--- config.mk ---
export PLATFORM = sky130hd
export DESIGN_NAME = mips_cache_data_assoc
export DESIGN_NICKNAME = d
export VERILOG_FILES = /design/src/rtl/mips_cache_data_assoc.sv
export SDC_FILE = /design/constraint.sdc
export NUM_CORES = 2
export LEC_CHECK = 0
export CAP_MARGIN = 20
export CORE_ASPECT_RATIO = 0.5
export CORE_MARGIN = 5
export CORE_UTILIZATION = 60
export CTS_CLUSTER_DIAMETER = 100
export DETAILED_ROUTE_END_ITERATION = 8
export PLACE_DENSITY = 0.88
export SYNTH_ARGS = -nofsm -noshare
export SYNTH_HDL_FRONTEND = slang
export SYNTH_SLANG_ARGS = --single-unit
--- constraint.sdc ---
create_clock -name clk -period 11.7 [get_ports clk]
set_input_delay 1.17 -clock clk [delete_from_list [all_inputs] [get_ports clk]]
set_output_delay 1.17 -clock clk [all_outputs]
set_load 0.05 [all_outputs]
--- src/rtl/mips_cache_data_assoc.sv ---
// N-way set-associative, write-back, write-allocate data cache for the MIPS data port.
// One 32-bit word per line; true-LRU replacement via per-set age counters.
module mips_cache_data_assoc #(
  parameter int unsigned WAYS       = 4,
  parameter int unsigned INDEX_BITS = 3
) (
  input  logic        clk,
  input  logic        rst,
  input  logic [31:0] addr,
  input  logic        read_en,
  input  logic        write_en,
  input  logic [31:0] writedata,
  input  logic [3:0]  byte_en,
  output logic [31:0] readdata,
  output logic        stall,
  output logic [31:0] mem_addr,
  output logic        mem_read,
  output logic        mem_write,
  output logic [31:0] mem_writedata,
  input  logic [31:0] mem_readdata,
  input  logic        mem_ack
);

  localparam int unsigned SETS  = 1 << INDEX_BITS;
  localparam int unsigned TAG_W = 32 - INDEX_BITS;
  localparam int unsigned WAY_W = (WAYS > 1) ? $clog2(WAYS) : 1;
  localparam int unsigned AGE_W = WAY_W;

  typedef enum logic [1:0] {IDLE, WRITEBACK, FILL} state_t;

  state_t state_q, state_d;

  logic             valid_q [SETS][WAYS];
  logic             dirty_q [SETS][WAYS];
  logic [TAG_W-1:0] tag_q   [SETS][WAYS];
  logic [31:0]      data_q  [SETS][WAYS];
  logic [AGE_W-1:0] age_q   [SETS][WAYS];
  logic [WAY_W-1:0] victim_q;

  logic [INDEX_BITS-1:0] idx;
  logic [TAG_W-1:0]      tag;
  logic                  full_wr;

  logic             hit;
  logic [WAY_W-1:0] hit_way;
  logic             inv_found;
  logic [WAY_W-1:0] inv_way;
  logic [WAY_W-1:0] lru_way;
  logic [WAY_W-1:0] victim_way;

  logic             hit_wr, alloc_wr, wb_done, fill_done, touch;
  logic [WAY_W-1:0] touch_way;
  logic [AGE_W-1:0] old_age;
  logic [AGE_W-1:0] new_age [WAYS];

  assign idx     = addr[INDEX_BITS-1:0];
  assign tag     = addr[31:INDEX_BITS];
  assign full_wr = write_en && (byte_en == 4'hF);

  function automatic logic [31:0] merge_bytes(input logic [31:0] old_word,
                                              input logic [31:0] new_word,
                                              input logic [3:0]  lanes);
    logic [31:0] r;
    r = old_word;
    for (int k = 0; k < 4; k++) begin
      if (lanes[k]) r[8*k +: 8] = new_word[8*k +: 8];
    end
    return r;
  endfunction

  // Tag lookup and victim choice: lowest invalid way, else the oldest way.
  always_comb begin
    hit       = 1'b0;
    hit_way   = '0;
    inv_found = 1'b0;
    inv_way   = '0;
    lru_way   = '0;
    for (int w = 0; w < int'(WAYS); w++) begin
      if (!hit && valid_q[idx][w] && (tag_q[idx][w] == tag)) begin
        hit     = 1'b1;
        hit_way = WAY_W'(w);
      end
      if (!inv_found && !valid_q[idx][w]) begin
        inv_found = 1'b1;
        inv_way   = WAY_W'(w);
      end
      if (age_q[idx][w] == AGE_W'(WAYS - 1)) lru_way = WAY_W'(w);
    end
    victim_way = inv_found ? inv_way : lru_way;
  end

  // Next-state and outputs.
  always_comb begin
    state_d       = state_q;
    stall         = 1'b0;
    readdata      = '0;
    mem_addr      = '0;
    mem_read      = 1'b0;
    mem_write     = 1'b0;
    mem_writedata = '0;
    hit_wr        = 1'b0;
    alloc_wr      = 1'b0;
    wb_done       = 1'b0;
    fill_done     = 1'b0;
    touch         = 1'b0;
    touch_way     = '0;
    case (state_q)
      IDLE: begin
        if (read_en || write_en) begin
          if (hit) begin
            readdata  = data_q[idx][hit_way];
            hit_wr    = write_en;
            touch     = 1'b1;
            touch_way = hit_way;
          end else if (valid_q[idx][victim_way] && dirty_q[idx][victim_way]) begin
            stall   = 1'b1;
            state_d = WRITEBACK;
          end else if (full_wr) begin
            alloc_wr  = 1'b1;
            touch     = 1'b1;
            touch_way = victim_way;
          end else begin
            stall   = 1'b1;
            state_d = FILL;
          end
        end
      end
      WRITEBACK: begin
        stall         = 1'b1;
        mem_write     = 1'b1;
        mem_addr      = {tag_q[idx][victim_q], idx};
        mem_writedata = data_q[idx][victim_q];
        if (mem_ack) begin
          wb_done = 1'b1;
          state_d = full_wr ? IDLE : FILL;
        end
      end
      FILL: begin
        stall    = 1'b1;
        mem_read = 1'b1;
        mem_addr = addr;
        if (mem_ack) begin
          fill_done = 1'b1;
          touch     = 1'b1;
          touch_way = victim_q;
          state_d   = IDLE;
        end
      end
      default: state_d = IDLE;
    endcase
  end

  // LRU ages after touching touch_way: it becomes youngest, younger ways age by one.
  always_comb begin
    old_age = age_q[idx][touch_way];
    for (int w = 0; w < int'(WAYS); w++) begin
      new_age[w] = age_q[idx][w];
      if (WAY_W'(w) == touch_way) new_age[w] = '0;
      else if (age_q[idx][w] < old_age) new_age[w] = age_q[idx][w] + AGE_W'(1);
    end
  end

  always_ff @(posedge clk) begin
    if (rst) begin
      state_q  <= IDLE;
      victim_q <= '0;
      for (int s = 0; s < int'(SETS); s++) begin
        for (int w = 0; w < int'(WAYS); w++) begin
          valid_q[s][w] <= 1'b0;
          dirty_q[s][w] <= 1'b0;
          age_q[s][w]   <= AGE_W'(w);
        end
      end
    end else begin
      state_q <= state_d;
      if ((state_q == IDLE) && (state_d != IDLE)) victim_q <= victim_way;
      if (hit_wr) begin
        data_q[idx][hit_way]  <= merge_bytes(data_q[idx][hit_way], writedata, byte_en);
        dirty_q[idx][hit_way] <= 1'b1;
      end
      if (alloc_wr) begin
        valid_q[idx][victim_way] <= 1'b1;
        dirty_q[idx][victim_way] <= 1'b1;
        tag_q[idx][victim_way]   <= tag;
        data_q[idx][victim_way]  <= writedata;
      end
      if (wb_done) valid_q[idx][victim_q] <= 1'b0;
      if (fill_done) begin
        valid_q[idx][victim_q] <= 1'b1;
        dirty_q[idx][victim_q] <= 1'b0;
        tag_q[idx][victim_q]   <= tag;
        data_q[idx][victim_q]  <= mem_readdata;
      end
      if (touch) begin
        for (int w = 0; w < int'(WAYS); w++) age_q[idx][w] <= new_age[w];
      end
    end
  end

endmodule

* After elaboration in Yosys (flattened, before gate mapping)
Memory sizes are Yosys's and may differ from the RTL's.
Cells that the tools add are included.
** Storage, ports and cells
- Register bits :: 4
- Bits in writable memories :: 2080
- Bits of input ports :: 105
- Word-level logic and storage cells :: 990
- Memories :: 5
** Operators by class
- Add/subtract/negate cells :: 4
- Magnitude comparators :: 11
- Eq/ne operators :: 13
- Muxes and demuxes :: 531
- Bitwise logic cells :: 392
- Reduce and logical (&&, ||, !) cells :: 32
** Memories
- data_q :: depth 8, bits a word 128, read ports 1, clocked after memory_dff 0, wr ports 1, RTL line 36 : logic [31:0] data_q [SETS][WAYS];
- tag_q :: depth 8, bits a word 116, read ports 1, clocked after memory_dff 0, wr ports 1, RTL line 35 : logic [TAG_W-1:0] tag_q [SETS][WAYS];
- age_q :: depth 8, bits a word 8, read ports 1, clocked after memory_dff 0, wr ports 8, RTL line 37 : logic [AGE_W-1:0] age_q [SETS][WAYS];
- dirty_q :: depth 8, bits a word 4, read ports 1, clocked after memory_dff 0, wr ports 8, RTL line 34 : logic dirty_q [SETS][WAYS];
- valid_q :: depth 8, bits a word 4, read ports 1, clocked after memory_dff 0, wr ports 8, RTL line 33 : logic valid_q [SETS][WAYS];
** Operators with widths (count)
- $mux 1 :: 439
- $or 1x1->1 :: 388
- $mux 128 :: 3
- $mux 32 :: 11
- $mux 116 :: 2
- $demux 32 s2 :: 3
- $bmux 32 s2 :: 2
- $demux 29 s2 :: 2
- $eq 29x29->1 :: 4
- $mux 29 :: 4
- $mux 8 :: 13
- $pmux 32 s2 :: 1
- $bmux 29 s2 :: 1
- $mux 2 :: 29
- $mux 4 :: 8
- $logic_and 1x1->1 :: 16
- $ge 3x3->1 const B :: 4
- $not 2->3 :: 4
- $lt 3x1->1 const B :: 3
- $mux 3 :: 3
- $add 2x1->2 const B :: 4
- $eq 2x2->1 const B :: 4
- $logic_not 1->1 :: 8
- $lt 2x2->1 :: 4
- 16 further kinds :: 23

* Longest topological paths before layout
An unclocked memory read counts as a cell.
- Depth in word-level cells :: 28
- Gate-level depth with buffers :: 27

* Worst setup path before layout
OpenSTA, ideal clock, no wires.
- Path type :: input to register
- Start :: input port addr[2]
- End :: memory dirty_q[2][2] (netlist bit), enable pin
- Setup time :: 0.296 ns
- Data arrival time :: 7.294 ns
- Slack :: 4.110 ns
- Cell stages on the path :: 24
- Path buffers :: 9
- Cell sequence :: buf_2 > buf_6 > buf_4 > buf_6 > buf_6 > buf_6 > buf_6 > mux2i_1 > nor2_1 > a221o_1 > a2111oi_0 > inv_1 > ha_1 > a21oi_1 > a211o_1 > o211ai_1 > a31oi_1 > nor4bb_1 > buf_2 > a31oi_4 > o21a_1 > buf_2 > nor2_1 > or2_2
** RTL lines
- start, declared :: RTL line 9 : input logic [31:0] addr,
- end, declared :: RTL line 34

* Worst setup path in the final report
- Start :: input port addr[0]
- End :: output port readdata[15]
** On the way
- Cells in the longest elaborated chain, start to end :: 23
** RTL lines
- $mem_v2 8x116
- $eq 29x29->1 :: RTL line 79 : if (!hit && valid_q[idx][w] && (tag_q[idx][w] == tag)) begin
- $logic_and 1x1->1 :: RTL line 79
- $mux 1 :: RTL line 79
- $logic_not 1->1 :: RTL line 79
- $logic_and 1x1->1 (2 in series) :: RTL line 79
- $mux 1 :: RTL line 79
- $logic_not 1->1 :: RTL line 79
- [4 not listed]
- $logic_and 1x1->1 (2 in series) :: RTL line 79
- $mux 2 :: RTL line 79
- $not 2->3 (not written as such) :: RTL line 111 : readdata = data_q[idx][hit_way];
- $bmux 32 s2 :: RTL line 111
- $mux 32 (not written as such) (2 in series) :: RTL line 111
- $mux 32 (*) :: RTL line 110 : if (hit) begin
- $mux 32 (*) :: RTL line 109 : if (read_en || write_en) begin
- $mux 32 (*) :: RTL line 107 : case (state_q)
- end, declared :: RTL line 14 : output logic [31:0] readdata,
Every way passes the cells marked *; elsewhere a longest branch is shown, timed or not. The select of a mux whose other input is x is not followed.

==> metrics.md <==
| Metric | Value |
|---|---|
| Wire length on met2 | 120 mm |
| Setup TNS | 0 ns |
| Gpl congestion | 0.983 |
| 1st-iter DRT viols | 12,367 |
| Status | finished with violations |
| H-tree depth | 4 |
| DRT Pass-1 Iters | 9 |
| Synth warn | 0 |
| Worst Skew | 0.0417 ns |
| Detailed-route wire length per cell | 36.8 microns |
| Fin worst setup slack | 2.06 ns |
| Top Metal Used | met5 |
| Class of the worst hold path | flop to flop |
| Post-CTS Setup Repair Bufs | 0 |
| Height of the die | 278 microns |
| Share of cells above drive strength 1 | 16.1% |
| Avg Inst Size Synth | 16.1 sq um |
| Total CTS buffers | 173 |
| Period minus WS final | 9.64 ns |
| Maximum clock frequency | 104 MHz |
| EDFF count, synth | 2,080 |
| Syn Nets | 5,478 |
| Final period util | 82.4% |
| Detailed placement HPWL | 163 mm |
| Clk root buf | clkbuf_16 |
| Slew of the pin with the lowest slew margin | 1.33 ns |
| First-pass GRT wire length | 394 mm |
| Final #Nets | 5,664 |
| # rows | 98 |
| Post-CTS resize count | 0 |
| Count of pins over their slew limit | 0 |
| Failing checks | design-rule violations |
| Relative max-transition margin | 11.1% |
| Global route total overflow | 0 |
| Maxcap violations | 0 |
| Post-synth top flop | edfxtp_1 |
| CTS hold repair buffers | 0 |
| CP Data Required Time | 10.53 ns |
| Unique masters post-synth | 106 |
| IO buf count | 203 |
| Worst Path Max Fanout | 43 |
| Clock sinks | 2,084 |
| Reg clk slew, reported paths | 0.07 ns |
| Drc violations | 11 |
| Clk_lat worst skew | 0.83 ns |
| Async S/R FF share, synth | 0% |
| Via/cell ratio | 7.57 |
| Syn Inst Count | 5,366 |
| CP Launch Type | primary input |
| Wl on met1 | 85.3 mm |
| Critical Path AT | 8.47 ns |
| Post-synthesis sequential area ratio | 72.4% |
| Yosys reg bits | 2,084 |
| Layout area overhead | 11.8% |
| Final setup violation count | 0 |
| LEAKAGE | 30.4 nW |
| Final ANT Viol Nets | 0 |
| WS Path Type | primary input to primary output |
| CTS tree | yes |
| Unrepaired setup endpoints after global routing | no |
| Total track usage | 35.9% |
| Total routed wirelength | 280 mm |
| Area of the core | 0.143 sq mm |
| Mapped Area | 0.0864 sq mm |
| Total number of vias | 57,566 |
| CP Capture Type | primary output |
| IO Pins | 204 |
| Peak supply drop | 0.161 mV |
| Pwr Density | 158 mW/mm^2 |
| Clock buffer depth | 3 |
| Initial core utilization | 60.4% |
| Place WS | 2.70 ns |
| Largest net degree at the start of global routing | 110 |
| Initial antenna violation count | 17 |
| Chip width | 547 microns |
| Vias in the first global route | 55,807 |
| Full die area | 0.152 sq mm |
| Met3 Routed Length | 50.4 mm |
| Final hold violation count | 0 |
-- cells in the mapped netlist, types with 17 or more instances --
cell | count | area share (%)
mux2i_1 | 213 | 2.5
a21boi_0 | 17 | 0.15
o21ai_1 | 41 | 0.24
clkbuf_1 | 237 | 1.0
nand3_1 | 49 | 0.28
o211ai_1 | 19 | 0.17
o21a_1 | 22 | 0.19
xor2_1 | 25 | 0.25
o22ai_1 | 105 | 0.76
buf_6 | 25 | 0.33
mux4_2 | 143 | 3.7
and2_1 | 17 | 0.12
nor4_1 | 36 | 0.26
a21o_1 | 36 | 0.31
buf_1 | 38 | 0.17
nor2_1 | 325 | 1.4
and3_1 | 60 | 0.43
a211oi_1 | 22 | 0.19
xnor2_1 | 61 | 0.62
nand2_1 | 240 | 1.0
edfxtp_1 | 2080 | 72
o21ai_0 | 172 | 1.0
a22oi_1 | 331 | 2.9
buf_4 | 29 | 0.25
a21oi_1 | 86 | 0.50
nor2b_1 | 59 | 0.43
a22o_1 | 44 | 0.45
nor3_1 | 90 | 0.52
a221oi_1 | 110 | 1.1
nand4_1 | 35 | 0.25
mux2_2 | 193 | 2.5
and4_1 | 28 | 0.28
nand2b_1 | 29 | 0.21
inv_1 | 61 | 0.27
buf_2 | 49 | 0.28
-- power breakdown --
| part | total, W | leakage (nW) | switching [W] | internal, W |
|---|---|---|---|---|
| clock | 0.00564 | 2.60 | 0.00270 | 0.00295 |
| sequential | 0.00833 | 18.8 | 0.0000192 | 0.00831 |
| combinational | 0.00132 | 8.96 | 0.000935 | 0.000385 |
-- logic make-up after synthesis --
| family | count (synthesis) | synth area share, % |
|---|---|---|
| AO/OA/AOI/OAI | 1142 | 9.50 |
| XOR/XNOR | 86 | 0.872 |
| adder cells (fa/ha/maj) | 7 | 0.101 |
| buffers and inverters | 443 | 2.34 |
| flip-flops | 2084 | 72.4 |
| multiplexers | 553 | 8.79 |
| AND/OR/NAND/NOR | 1051 | 6.00 |
-- sequential cells by signal (all words and copies together), names as in the netlist --
signal	count
age_q	64
data_q	1024
dirty_q	32
state_q	2
tag_q	928
valid_q	32
victim_q	2
-- through the flow --
| step | cells | utilization, % | hold slack [ns] | area, sq um | power (W) |
|---|---|---|---|---|---|
| floorplan | 5366 | - | 0.604 | 86400 | 0.00918 |
| global route | 7591 | 67.5 | 0.733 | 96500 | 0.0156 |
| CTS | 7576 | 67.4 | 0.691 | 96400 | 0.0152 |
| global placement | 7259 | 63.6 | 0.629 | 91000 | 0.00967 |
| finish | 7600 | 67.5 | 0.720 | 96600 | 0.0153 |
| detailed placement | 7265 | 63.7 | 0.685 | 91100 | 0.00971 |
-- placed cells by master (no fill, tap or decap), drive strengths merged, types with 88 or more instances in the layout --
| cell | synthesis | routed |
|---|---|---|
| a21oi | 88 | 88 |
| a221oi | 110 | 110 |
| a22oi | 331 | 331 |
| buf | 141 | 186 |
| clkbuf | 238 | 212 |
| clkdlybuf4s50 | 0 | 199 |
| edfxtp | 2080 | 2080 |
| mux2 | 194 | 194 |
| mux2i | 216 | 216 |
| mux4 | 143 | 143 |
| nand2 | 241 | 241 |
| nor2 | 327 | 327 |
| nor3 | 91 | 91 |
| o21ai | 217 | 217 |
| o22ai | 105 | 105 |
-- path summary, 6_finish.rpt --
path | from | endpoint | slack (ns) | cells after the start
worst min-delay path | state_q[0]$_SDFF_PP0_ | state_q[0]$_SDFF_PP0_ | 0.72 | 3
worst max-delay path | addr[0] | readdata[15] | 2.06 | 16
worst max register to register | tag_q[5][105]$_DFFE_PP_ | dirty_q[2][2]$_SDFFCE_PN0P_ | 4.99 | 14
worst min register to register | state_q[0]$_SDFF_PP0_ | state_q[0]$_SDFF_PP0_ | 0.72 | 3
-- critical path: stages --
cell             delay (ns)
buf_6                  0.22
buf_4                  0.35
nand2_2                0.63
buf_4                  0.53
o221ai_1               0.19
a222oi_1               1.02
nand4bb_1              0.26
nor3_1                 0.51
and4_1                 0.51
and3_1                 0.79
nand2_1                0.53
buf_4                  0.41
o22ai_1                0.16
nor3_1                 0.13
nor2_1                 0.12
clkdlybuf4s50_1        0.82
-- cell type report --
| class | count | area (sq um) |
|---|---|---|
| Timing Repair Buffer | 390 | 3620 |
| Clock inverter | 104 | 777 |
| Sequential cell | 2084 | 62500 |
| Inverter | 64 | 243 |
| Clock buffer | 207 | 4520 |
| Tap cell | 1900 | 2380 |
| Fill cell | 8554 | 46400 |
| Multi-Input combinational cell | 2839 | 22400 |
| Antenna cell | 12 | 30.0 |
-- layer usage --
| metal | up-vias | GRT usage [%] |
|---|---|---|
| met4 | 18 | 23.0 |
| met3 | 1648 | 14.1 |
| met5 | - | 0.244 |
| met2 | 6600 | 52.7 |
| met1 | 27470 | 44.9 |
| li1 | 21830 | - |
(Power assumes the default switching activity.)
